--- config.mk ---
export PLATFORM = sky130hd
export DESIGN_NAME = l1_l2_req_scheduler
export DESIGN_NICKNAME = d
export VERILOG_FILES = /design/src/rtl/l1_l2_req_scheduler.sv
export SDC_FILE = /design/constraint.sdc
export NUM_CORES = 1
export LEC_CHECK = 0
export CAP_MARGIN = 20
export CORE_MARGIN = 2
export CORE_UTILIZATION = 34
export CTS_BUF_LIST = sky130_fd_sc_hd__clkbuf_4 sky130_fd_sc_hd__clkbuf_8
export DETAILED_ROUTE_END_ITERATION = 7
export PLACE_DENSITY = 0.72
export SLEW_MARGIN = 20
export SYNTH_ARGS = -nofsm -noshare
export SYNTH_HDL_FRONTEND = slang
export SYNTH_SLANG_ARGS = --single-unit
--- constraint.sdc ---
create_clock -name clk_i -period 9.1 [get_ports clk_i]
set_clock_uncertainty 0.1 [all_clocks]
set_input_delay 1.82 -clock clk_i [delete_from_list [all_inputs] [get_ports clk_i]]
set_output_delay 1.82 -clock clk_i [all_outputs]
set_load 0.005 [all_outputs]
--- src/rtl/l1_l2_req_scheduler.sv ---
// -----------------------------------------------------------------------------
// l1_l2_req_scheduler
//
// Purpose:
//   Shares the single L1->L2 request channel between the I-cache and the
//   D-cache. The D-cache request arrives already arbitrated (MSHR or write-back
//   buffer) and wins ties by default. An aging counter tracks how long a valid
//   I-cache request has been waiting. Once it reaches STARVE_TH, the I-cache
//   wins the next tie. The winner is captured in a one-entry output stage, so
//   the L2 channel is driven straight from flops.
//
// Parameters:
//   REQ_W      request payload width (same format for both sources)
//   STARVE_TH  I-cache wait cycles before it takes priority (>= 1)
//   CNT_W      aging counter width (2**CNT_W > STARVE_TH)
//
// Ports:
//   clk_i, rst_i                     clock, asynchronous active-high reset
//   ic_req_valid_i / ic_req_i        I-cache request and payload
//   ic_req_rdy_o                     I-cache request accepted this cycle
//   dc_req_valid_i / dc_req_i        D-cache request and payload
//   dc_req_rdy_o                     D-cache request accepted this cycle
//   l2c_req_valid_o                  output stage holds a request
//   l2c_req_o                        registered request payload
//   l2c_req_src_o                    source of held request (0 = DC, 1 = IC)
//   l2c_req_rdy_i                    L2 accepts the held request
// -----------------------------------------------------------------------------
module l1_l2_req_scheduler #(
    parameter int REQ_W     = 128,
    parameter int STARVE_TH = 4,
    parameter int CNT_W     = 3
) (
    input  logic             clk_i,
    input  logic             rst_i,
    input  logic             ic_req_valid_i,
    input  logic [REQ_W-1:0] ic_req_i,
    output logic             ic_req_rdy_o,
    input  logic             dc_req_valid_i,
    input  logic [REQ_W-1:0] dc_req_i,
    output logic             dc_req_rdy_o,
    output logic             l2c_req_valid_o,
    output logic [REQ_W-1:0] l2c_req_o,
    output logic             l2c_req_src_o,
    input  logic             l2c_req_rdy_i
);

    typedef enum logic [0:0] {
        ST_EMPTY = 1'b0,
        ST_FULL  = 1'b1
    } state_t;

    localparam logic [CNT_W-1:0] STARVE_TH_C = CNT_W'(STARVE_TH);
    localparam logic [CNT_W-1:0] AGE_ONE_C   = CNT_W'(1'b1);
    localparam logic             SRC_DC_C    = 1'b0;
    localparam logic             SRC_IC_C    = 1'b1;

    state_t             state_q, state_d;
    logic [REQ_W-1:0]   payload_q, payload_d;
    logic               src_q, src_d;
    logic [CNT_W-1:0]   age_q, age_d;

    logic               slot_free_s;
    logic               grant_ic_s;
    logic               grant_dc_s;
    logic               accept_ic_s;
    logic               accept_dc_s;
    logic               accept_s;

    // Grant selection and acceptance for the current cycle
    always_comb begin
        slot_free_s = 1'b0;
        grant_ic_s  = 1'b0;
        grant_dc_s  = 1'b0;

        if (state_q == ST_EMPTY) begin
            slot_free_s = 1'b1;
        end else begin
            slot_free_s = l2c_req_rdy_i;
        end

        // The I-cache wins when it is alone or when it has waited long enough.
        // The D-cache wins every other case in which it is valid.
        if (ic_req_valid_i && (!dc_req_valid_i || (age_q >= STARVE_TH_C))) begin
            grant_ic_s = 1'b1;
        end else if (dc_req_valid_i) begin
            grant_dc_s = 1'b1;
        end else begin
            grant_ic_s = 1'b0;
            grant_dc_s = 1'b0;
        end
    end

    assign accept_ic_s = slot_free_s && grant_ic_s;
    assign accept_dc_s = slot_free_s && grant_dc_s;
    assign accept_s    = accept_ic_s || accept_dc_s;

    // The ready outputs are forced low while reset is high. The masking is kept
    // off the internal accept path, so rst_i never feeds a flop data input.
    assign ic_req_rdy_o = accept_ic_s && !rst_i;
    assign dc_req_rdy_o = accept_dc_s && !rst_i;

    // Output stage next state: capture on accept, drain on L2 ready
    always_comb begin
        state_d   = state_q;
        payload_d = payload_q;
        src_d     = src_q;

        case (state_q)
            ST_EMPTY: begin
                if (accept_s) begin
                    state_d = ST_FULL;
                end else begin
                    state_d = ST_EMPTY;
                end
            end
            ST_FULL: begin
                // A new accept in the same cycle as the L2 handshake keeps the
                // stage full, which sustains one request per cycle.
                if (accept_s) begin
                    state_d = ST_FULL;
                end else if (l2c_req_rdy_i) begin
                    state_d = ST_EMPTY;
                end else begin
                    state_d = ST_FULL;
                end
            end
            default: begin
                state_d = ST_EMPTY;
            end
        endcase

        if (accept_ic_s) begin
            payload_d = ic_req_i;
            src_d     = SRC_IC_C;
        end else if (accept_dc_s) begin
            payload_d = dc_req_i;
            src_d     = SRC_DC_C;
        end else begin
            payload_d = payload_q;
            src_d     = src_q;
        end
    end

    // Aging counter next state: count I-cache waiting cycles, saturating at STARVE_TH
    always_comb begin
        age_d = age_q;
        // Waiting also counts while the L2 is back-pressuring. Acceptance
        // clears the count on the same edge that captures the request, so
        // the D-cache wins the following tie again.
        if (!ic_req_valid_i || accept_ic_s) begin
            age_d = '0;
        end else if (age_q < STARVE_TH_C) begin
            age_d = age_q + AGE_ONE_C;
        end else begin
            age_d = STARVE_TH_C;
        end
    end

    // State, payload, source and aging registers with asynchronous reset
    always_ff @(posedge clk_i or posedge rst_i) begin
        if (rst_i) begin
            state_q   <= ST_EMPTY;
            payload_q <= '0;
            src_q     <= 1'b0;
            age_q     <= '0;
        end else begin
            state_q   <= state_d;
            payload_q <= payload_d;
            src_q     <= src_d;
            age_q     <= age_d;
        end
    end

    assign l2c_req_valid_o = (state_q == ST_FULL);
    assign l2c_req_o       = payload_q;
    assign l2c_req_src_o   = src_q;

endmodule

==> run summary, run 1 <==
Status - finished, final reports clean
Synthesis warning total - 0
Die ar. - 0.0239 sq mm
Initial core utilization - 0.344
Number of port buffers - 392
Register bit total from synthesis - 133
CTS Root Cell - clkbuf_8
Fin cells - 1,383
Minimum clock period - 5.71 ns
Tot GR Track Use - 0.229
Pwr Density - 150 mW/mm^2
FFs w/ async S/R, synth - 1.00
Cts hold-fix bufs - 0
Vias - 7,686
Hold_sp - age_q[0]
Post-synthesis area per instance - 10.1 sq um
Cells after DPL - 1,349
Post-synth EDFFs - 0
Via density - 5.56
Clock Latency Late Sink - 0.45 ns
Max VDD drop - 0.0000573 V
Post-CTS Setup Inserts - 0
RSZ-0062 raised after global routing - false
First-pass GRT wire length - 43.4 mm
Lkg Pwr - 4.73 nW
DRT iter0 DRCs - 592
Final wirelength - 28.2 mm
Most common cell after layout, fill and taps aside - clkdlybuf4s50_1
Most frequent CP cell - clkdlybuf4s50_1
Critical Path RT - 7.18 ns
Highest clock rate - 175 MHz
First-pass iteration count of the detailed router - 5
H-tree levels - 4
Clock Tree Buf Depth - 2
Initial antenna violation count - 1
Die height - 155 um
CP bufs+invs - 2
Tcrit/Tclk final - 0.627
CP Class - input port to output pin
Syn nets - 1,024
Critical-path cell list - clkdlybuf4s50_1 > nand2b_4 > nand3_1 > nor2_1 > clkdlybuf4s50_1
Critical Path Source Type - input port
Largest net degree at the start of global routing - 90
Launch instance of the worst register-to-register path - l2c_req_valid_o
Pwr Total - 1.80 mW
Fraction of layout cells with a size suffix above 1 - 0.137
Most frequent cells in the layout - clkdlybuf4s50_1 (391), dfrtp_1 (133), inv_1 (128), nand4_1 (128), o21ai_0 (128)
CTS Buf Count - 17
Placed Area - 0.0116 sq mm
Hold Crit Class - flop to flop
Area Growth Syn to Fin - 55.8%
Slew Limit Fails - 0
Grt ovf - 0
Min-Delay Path Depth - 1
Slowest cell delay on critical path - 0.57 ns
I/O pins - 393
Synth top area share - 0.432
Post-Syn Area - 0.00771 sq mm
Area leader, netlist - dfrtp_1
FF-to-FF path depth - 5
Worst-Margin Slew - 1.03 ns
Final setup violation count - 0
Crit Path Max Fanout - 51
Vias in the first global route - 7,665
Critical path capture point type - output pin
R2R Setup Slk - 6.31 ns
Residual DRC - 0
Standard-cell rows - 55
TNS Setup - 0 ns
Core area - 0.0224 sq mm
Maxcap violations - 0
Arr. time, crit path - 3.79 ns
Fin nets - 1,346
Total clock sinks - 133
Sequential area share after synthesis - 0.432
Design Area, Final - 0.0120 sq mm
DIE WIDTH - 155 um
Critical path's slowest cell - clkdlybuf4s50_1
CP top delay family - buffers and inverters
DRT antenna net count - 0
CTS tree - yes
Clk slew on worst S/H paths - 0.08 ns
Main synth FF type - dfrtp_1
Hold EP - age_q[0]
Placed wire-length estimate - 18.2 mm
Drt wl/cell - 20.4 um
PostCTS Resize Cnt - 0
Worst R2R End - l2c_req_o[68]
Largest cells by area after synthesis - dfrtp_1 (43%), o311ai_2 (21%), nand4_1 (10%)
Netlist cell types - 24
Post-Synthesis Cells - 762
GP Congestion - 0.819
Fin. Hold Viols - 0
Worst slew margin - 0.316
where the power goes:
group	internal, mW	switching (mW)
Combinational	0.352	0.252
Sequential	0.682	0.0474
Clock	0.197	0.270
Total	1.23	0.569
final cells by class:
cell class / instances / area [sq um]
repair buffers: 403 / 4030
well taps: 285 / 357
flip-flops and latches: 133 / 3330
diodes: 1 / 2.50
inverters: 129 / 489
clock buffers: 19 / 249
fillers: 1999 / 10400
clock inverters: 13 / 101
multi-input cells: 400 / 3460
cells in the mapped netlist (2+ instances only):
| cell type | count |
|---|---|
| buf_6 | 11 |
| inv_1 | 129 |
| buf_2 | 18 |
| nor2_1 | 2 |
| clkbuf_1 | 69 |
| o311ai_2 | 98 |
| o311ai_1 | 30 |
| nand4_1 | 128 |
| o21ai_0 | 128 |
| dfrtp_1 | 133 |
| nand2_1 | 2 |
| nand2b_1 | 2 |
routing by layer:
metal  GRT usage  routed length, um
met2       0.398              14300
met5           0                  0
met3      0.0499               1940
met4      0.0785                690
met1       0.282              11300
cells by family (layout without fill, tap and decap cells):
family,after synthesis,in the layout,share of synthesized area
AOI/OAI and AO/OA,260,260,0.328
and+or+nand+nor,139,139,0.114
other,0,1,0
adders and majority gates,1,1,0.00162
buffers and inverters,229,564,0.125
DFF,133,133,0.432
worst max path at each step:
stage / depth (start not counted) / from / end
after floorplan: 1 / rst_i / age_q[0]
after global placement: 5 / l2c_req_rdy_i / dc_req_rdy_o
after detailed placement: 5 / dc_req_valid_i / ic_req_rdy_o
after CTS: 5 / dc_req_valid_i / ic_req_rdy_o
after global routing: 5 / dc_req_valid_i / ic_req_rdy_o
final: 5 / dc_req_valid_i / ic_req_rdy_o
registers in the layout, summed over array words and instances (netlist names):
name             cells
l2c_req_o          128
l2c_req_valid_o      1
l2c_req_src_o        1
age_q                3
through the flow:
| step | util | hold WS [ns] | setup WS (ns) |
|---|---|---|---|
| after floorplan | - | 0.335 | 3.63 |
| after global placement | 0.519 | 0.359 | 3.40 |
| after detailed placement | 0.519 | 0.358 | 3.37 |
| after CTS | 0.534 | 0.372 | 3.37 |
| after global routing | 0.535 | 0.383 | 3.23 |
| final | 0.535 | 0.370 | 3.39 |
No activity file was read; power rests on OpenSTA's default activity.
==> run 2: changes to the inputs <==
--- a/config.mk
+++ b/config.mk
@@ -10,7 +10,7 @@
 export CORE_UTILIZATION = 34
 export CTS_BUF_LIST = sky130_fd_sc_hd__clkbuf_4 sky130_fd_sc_hd__clkbuf_8
 export DETAILED_ROUTE_END_ITERATION = 7
-export PLACE_DENSITY = 0.72
+export PLACE_DENSITY = 0.75
 export SLEW_MARGIN = 20
 export SYNTH_ARGS = -nofsm -noshare
 export SYNTH_HDL_FRONTEND = slang
==> constraint.sdc (replaced) <==
create_clock -name clk_i -period 4.9 [get_ports clk_i]
set_clock_uncertainty 0.1 [all_clocks]
set_input_delay 0.98 -clock clk_i [delete_from_list [all_inputs] [get_ports clk_i]]
set_output_delay 0.98 -clock clk_i [all_outputs]
set_load 0.005 [all_outputs]
==> run summary, run 2 (synthesis results as in run 1) <==
Status - finished, final reports clean
Clock share of power - 0.306 (+0.047)
Tcrit/Tclk final - 0.735
Internal power - 2.56 mW (+110%)
Arr. time, crit path - 2.52 ns (-1.27 ns)
Critical-path cell list - clkdlybuf4s50_1 > nand2b_4 > nand2_1 > a211oi_1 > clkdlybuf4s50_1
Critical path's slowest cell - clkdlybuf4s50_1
Standard-cell rows - 55 (unchanged)
CTS tree - yes
GP Congestion - 0.817 (-0.28%)
Sequential Power Share - 0.377 (-0.028)
DRT antenna net count - 0 (unchanged)
Hold Crit Class - flop to flop
PostCTS Resize Cnt - 0 (unchanged)
Slew Limit Fails - 0 (unchanged)
Drt wl/cell - 20.7 um (+1.5%)
Fin cells - 1,386 (+0.22%)
Highest clock rate - 278 MHz
Cts hold-fix bufs - 0 (unchanged)
Vias - 7,807 (+1.6%)
Post-CTS Setup Inserts - 0 (unchanged)
Launch instance of the worst register-to-register path - age_q[2]
Area Growth Syn to Fin - 58.2%
Area occupied by multi-input gates - 0.00346 sq mm (unchanged)
Slowest cell delay on critical path - 0.55 ns (-0.02 ns)
Part of the power in combinational logic - 0.316 (-0.020)
Placed wire-length estimate - 18.9 mm (+3.7%)
Minimum clock period - 3.60 ns
Fillers - 1,983 (-0.80%)
Residual DRC - 0 (unchanged)
Initial core utilization - 0.344 (unchanged)
Placed Area - 0.0117 sq mm (+0.82%)
Most frequent CP cell - clkdlybuf4s50_1
Die ar. - 0.0239 sq mm (unchanged)
Critical Path RT - 3.82 ns (-3.36 ns)
Hold_sp - age_q[0]
Die height - 155 um (unchanged)
CP top delay family - buffers and inverters
Number of port buffers - 392 (unchanged)
H-tree levels - 4 (unchanged)
Clock Latency Late Sink - 0.43 ns (-0.02 ns)
First-pass GRT wire length - 44.7 mm (+3.2%)
Critical Path Source Type - input port
Via density - 5.63 (+1.4%)
Final wirelength - 28.7 mm (+1.7%)
DIE WIDTH - 155 um (unchanged)
Most common cell after layout, fill and taps aside - clkdlybuf4s50_1
TNS Setup - 0 ns (unchanged)
RSZ-0062 raised after global routing - false
CP Class - input port to output pin
Most frequent cells in the layout - clkdlybuf4s50_1 (391), dfrtp_1 (133), inv_1 (128), nand4_1 (128), o21ai_0 (128)
DRT iter0 DRCs - 512 (-14%)
Setup crit start - l2c_req_rdy_i
Tot GR Track Use - 0.234 (+0.00514)
Total clock sinks - 133 (unchanged)
Maxcap violations - 0 (unchanged)
Lkg Pwr - 4.84 nW (+2.2%)
Pwr Total - 3.59 mW (+100%)
Initial antenna violation count - 1 (unchanged)
Final setup violation count - 0 (unchanged)
Largest net degree at the start of global routing - 130 (+44%)
Switch share - 0.288 (-0.0288)
Vias in the first global route - 7,934 (+3.5%)
I/O pins - 393 (unchanged)
Worst-Margin Slew - 0.997 ns (-0.0290 ns)
Hold Slack - 0.368 ns (-0.00159 ns)
Crit Path Max Fanout - 6 (-88%)
CP bufs+invs - 2 (unchanged)
Fraction of layout cells with a size suffix above 1 - 0.139 (+0.00235)
Cells after DPL - 1,355 (+0.44%)
Reg area - 0.00333 sq mm (unchanged)
First-pass iteration count of the detailed router - 5 (unchanged)
Critical path capture point type - output pin
Clk slew on worst S/H paths - 0.08 ns (about the same)
Worst slew margin - 0.335 (+0.0193)
Max reg flops - 128 (unchanged)
Core area - 0.0224 sq mm (unchanged)
Pwr Density - 295 mW/mm^2 (+97%)
Fin. Hold Viols - 0 (unchanged)
Clock Tree Buf Depth - 2 (unchanged)
Net Sw Power - 1.03 mW (+81%)
Max VDD drop - 0.000146 V (+150%)
CTS Buf Count - 17 (unchanged)
Fin nets - 1,351 (+0.37%)
Design Area, Final - 0.0122 sq mm (+1.6%)
CTS Root Cell - clkbuf_8
Grt ovf - 0 (unchanged)
[run 2: cell count changes in the layout (fill, tap and decap cells not counted), sizes merged]
cell	before	now
clkinvlp	7	2
inv	133	130
clkinv	2	3
buf	12	17
bufinv	0	5
[run 2: power by group through the flow]
stage               clock network [mW]  logic [mW]  registers, mW
finish                            1.10        1.14           1.36
CTS                               1.14        1.14           1.36
global placement                     0        1.13           1.37
detailed placement                   0        1.14           1.38
floorplan                            0       0.444           1.38
global route                      1.18        1.22           1.38
[run 2: area by class of cell]
type / count / area share
timing repair buffer: 408 / 0.336
tap: 285 / 0.0292
antenna: 1 / 0.000205
inverter: 129 / 0.0401
clock inverter: 11 / 0.0164
sequential: 133 / 0.273
multi-input combinational: 400 / 0.283
clock buffer: 19 / 0.0214
[run 2: metal layers]
metal  share of wire  vias to the layer above  global-route usage
li1                -                     3518                   -
met1            0.39                     3862               0.291
met2            0.50                      359               0.388
met3           0.074                       68              0.0605
met4           0.035                        0              0.0966
met5               0                        -                   0
[run 2: per-stage QoR]
step           setup WS (ns)  utilization
2_1_floorplan          0.266            -
3_3_place_gp            1.34        0.523
3_5_place_dp            1.31        0.523
4_1_cts                 1.31        0.544
5_1_grt                 1.24        0.544
6_report                1.30        0.544
[run 2: worst paths after layout]
check / end / slack, ns / cells after the start
setup / recovery: dc_req_rdy_o / 1.30 / 5
hold / removal: age_q[0] / 0.37 / 1
setup reg to reg: l2c_req_o[102] / 2.35 / 5
hold reg to reg: age_q[0] / 0.37 / 1
max in group asynchronous: l2c_req_o[53] / 2.76 / 3
min in group asynchronous: l2c_req_o[28] / 1.07 / 2
==> run 3: changes to the inputs <==
--- a/config.mk
+++ b/config.mk
@@ -10,7 +10,7 @@
 export CORE_UTILIZATION = 34
 export CTS_BUF_LIST = sky130_fd_sc_hd__clkbuf_4 sky130_fd_sc_hd__clkbuf_8
 export DETAILED_ROUTE_END_ITERATION = 7
-export PLACE_DENSITY = 0.75
+export PLACE_DENSITY = 0.72
 export SLEW_MARGIN = 20
 export SYNTH_ARGS = -nofsm -noshare
 export SYNTH_HDL_FRONTEND = slang
==> constraint.sdc (replaced) <==
create_clock -name clk_i -period 3.4 [get_ports clk_i]
set_clock_uncertainty 0.1 [all_clocks]
set_input_delay 0.68 -clock clk_i [delete_from_list [all_inputs] [get_ports clk_i]]
set_output_delay 0.68 -clock clk_i [all_outputs]
set_load 0.005 [all_outputs]
==> run summary, run 3 (synthesis results as in run 1) <==
Critical Path Source Type - input port
Placed Area - 0.0118 sq mm (+0.16%)
Standard-cell rows - 55 (unchanged)
Clk slew on worst S/H paths - 0.09 ns (about the same)
Fin nets - 1,352 (+0.074%)
Net Sw Power - 1.48 mW (+44%)
Slowest cell delay on critical path - 0.68 ns (+0.13 ns)
Part of the power in combinational logic - 0.313 (-0.003)
Most frequent cells in the layout - clkdlybuf4s50_1 (391), dfrtp_1 (133), inv_1 (128), nand4_1 (128), o21ai_0 (128)
Critical path capture point type - output pin
Switch share - 0.284 (-0.00314)
Most common cell after layout, fill and taps aside - clkdlybuf4s50_1
Initial core utilization - 0.344 (unchanged)
Placed wire-length estimate - 18.7 mm (-1.0%)
Pwr Density - 427 mW/mm^2 (+45%)
Maxcap violations - 0 (unchanged)
CTS tree - yes
Hold Crit Class - flop to flop
Slew Limit Fails - 0 (unchanged)
Clock share of power - 0.313 (+0.007)
Critical path's slowest cell - clkdlybuf4s50_1
I/O pins - 393 (unchanged)
Via density - 5.57 (-1.1%)
First-pass iteration count of the detailed router - 5 (unchanged)
Clock Tree Buf Depth - 2 (unchanged)
RSZ-0062 raised after global routing - false
Arr. time, crit path - 2.24 ns (-0.28 ns)
DRT antenna net count - 0 (unchanged)
TNS Setup - 0 ns (unchanged)
Max VDD drop - 0.000186 V (+27%)
Residual DRC - 0 (unchanged)
Area occupied by multi-input gates - 0.00346 sq mm (unchanged)
PostCTS Resize Cnt - 0 (unchanged)
Minimum clock period - 3.02 ns
Post-CTS Setup Inserts - 0 (unchanged)
Max reg flops - 128 (unchanged)
Drt wl/cell - 20.7 um (about the same)
Fraction of layout cells with a size suffix above 1 - 0.140 (+0.000782)
Sequential Power Share - 0.375 (-0.002)
Status - finished, final reports clean
Antenna Cells - 0 (-1)
H-tree levels - 4 (unchanged)
Pwr Total - 5.21 mW (+45%)
DRT iter0 DRCs - 625 (+22%)
Largest net degree at the start of global routing - 129 (-0.77%)
Crit Path Max Fanout - 4 (-2)
Tot GR Track Use - 0.234 (-0.000276)
Reg area - 0.00333 sq mm (unchanged)
Internal power - 3.73 mW (+46%)
Worst-Margin Slew - 1.07 ns (+0.0773 ns)
Final setup violation count - 0 (unchanged)
Final wirelength - 28.7 mm (about the same)
Hold Slack - 0.367 ns (-0.00153 ns)
CP Class - input port to output pin
Core area - 0.0224 sq mm (unchanged)
Die height - 155 um (unchanged)
CTS Root Cell - clkbuf_8
Tcrit/Tclk final - 0.889
Cts hold-fix bufs - 0 (unchanged)
Fillers - 1,955 (-1.4%)
Lkg Pwr - 4.85 nW (+0.19%)
Grt ovf - 0 (unchanged)
CTS Buf Count - 17 (unchanged)
Worst slew margin - 0.284 (-0.0516)
Die ar. - 0.0239 sq mm (unchanged)
Fin. Hold Viols - 0 (unchanged)
Vias in the first global route - 7,759 (-2.2%)
Number of port buffers - 392 (unchanged)
DIE WIDTH - 155 um (unchanged)
Most frequent CP cell - clkdlybuf4s50_1
Total clock sinks - 133 (unchanged)
GP Congestion - 0.814 (-0.37%)
Clock Latency Late Sink - 0.44 ns (about the same)
Highest clock rate - 331 MHz
Critical-path cell list - clkdlybuf4s50_1 > nand2_1 > a211oi_1 > clkdlybuf4s50_1
Area Growth Syn to Fin - 58.6%
Initial antenna violation count - 0 (-1)
Core Util, Final - 0.545 (+0.00117)
Vias - 7,719 (-1.1%)
Design Area, Final - 0.0122 sq mm (+0.22%)
Critical Path RT - 2.62 ns (-1.20 ns)
First-pass GRT wire length - 44.2 mm (-1.3%)
-- run 3: changes by cell type in the layout (fill, tap and decap cells not counted) --
cell        delta
buf_12         +1
inv_6          -2
clkinv_4       +1
bufinv_16      +1
clkbuf_8       -2
diode_2        -1
clkbuf_4       +1
clkinvlp_4     +1
-- run 3: metal layers --
metal  routed length [um]  vias to the layer above  global-route usage
li1                     -                     3520                   -
met1                11500                     3784               0.291
met2                14100                      359               0.391
met3                 2180                       56              0.0625
met4                  899                        0              0.0864
met5                    0                        -                   0
-- run 3: worst paths after layout --
kind | startpoint | end | slack (ns) | depth (start not counted)
min reg2reg | age_q[0] | age_q[0] | 0.37 | 1
max | dc_req_valid_i | dc_req_rdy_o | 0.38 | 4
max in group asynchronous | rst_i | l2c_req_o[111] | 1.87 | 3
min | age_q[0] | age_q[0] | 0.37 | 1
max reg2reg | l2c_req_valid_o | l2c_req_o[123] | 1.32 | 5
min in group asynchronous | rst_i | age_q[1] | 0.68 | 3
-- run 3: power groups by stage --
| stage | clock [mW] | sequential, mW | combinational, mW |
|---|---|---|---|
| finish | 1.63 | 1.95 | 1.63 |
| floorplan | 0 | 1.99 | 0.640 |
| CTS | 1.67 | 1.95 | 1.65 |
| detailed placement | 0 | 1.98 | 1.64 |
| global route | 1.74 | 1.98 | 1.75 |
| global placement | 0 | 1.97 | 1.63 |
-- run 3: metrics by stage --
stage / std cells / setup slack, ns
final: 1386 / 0.376
after global routing: 1386 / 0.264
after CTS: 1386 / 0.353
after detailed placement: 1356 / 0.362
after global placement: 1356 / 0.366
after floorplan: 762 / 0.969
-- run 3: area by class of cell --
class / count / area share
clock buffer: 18 / 0.0198
inverter: 129 / 0.0399
tap: 285 / 0.0292
multi-input combinational: 400 / 0.283
timing repair buffer: 409 / 0.337
clock inverter: 12 / 0.0188
sequential: 133 / 0.272
-- run 3: critical path, delay by kind of cell --
kind            cells  cell delay (ns)
simple gates        1             0.12
compound gates      1             0.22
buf+inv             2             1.23
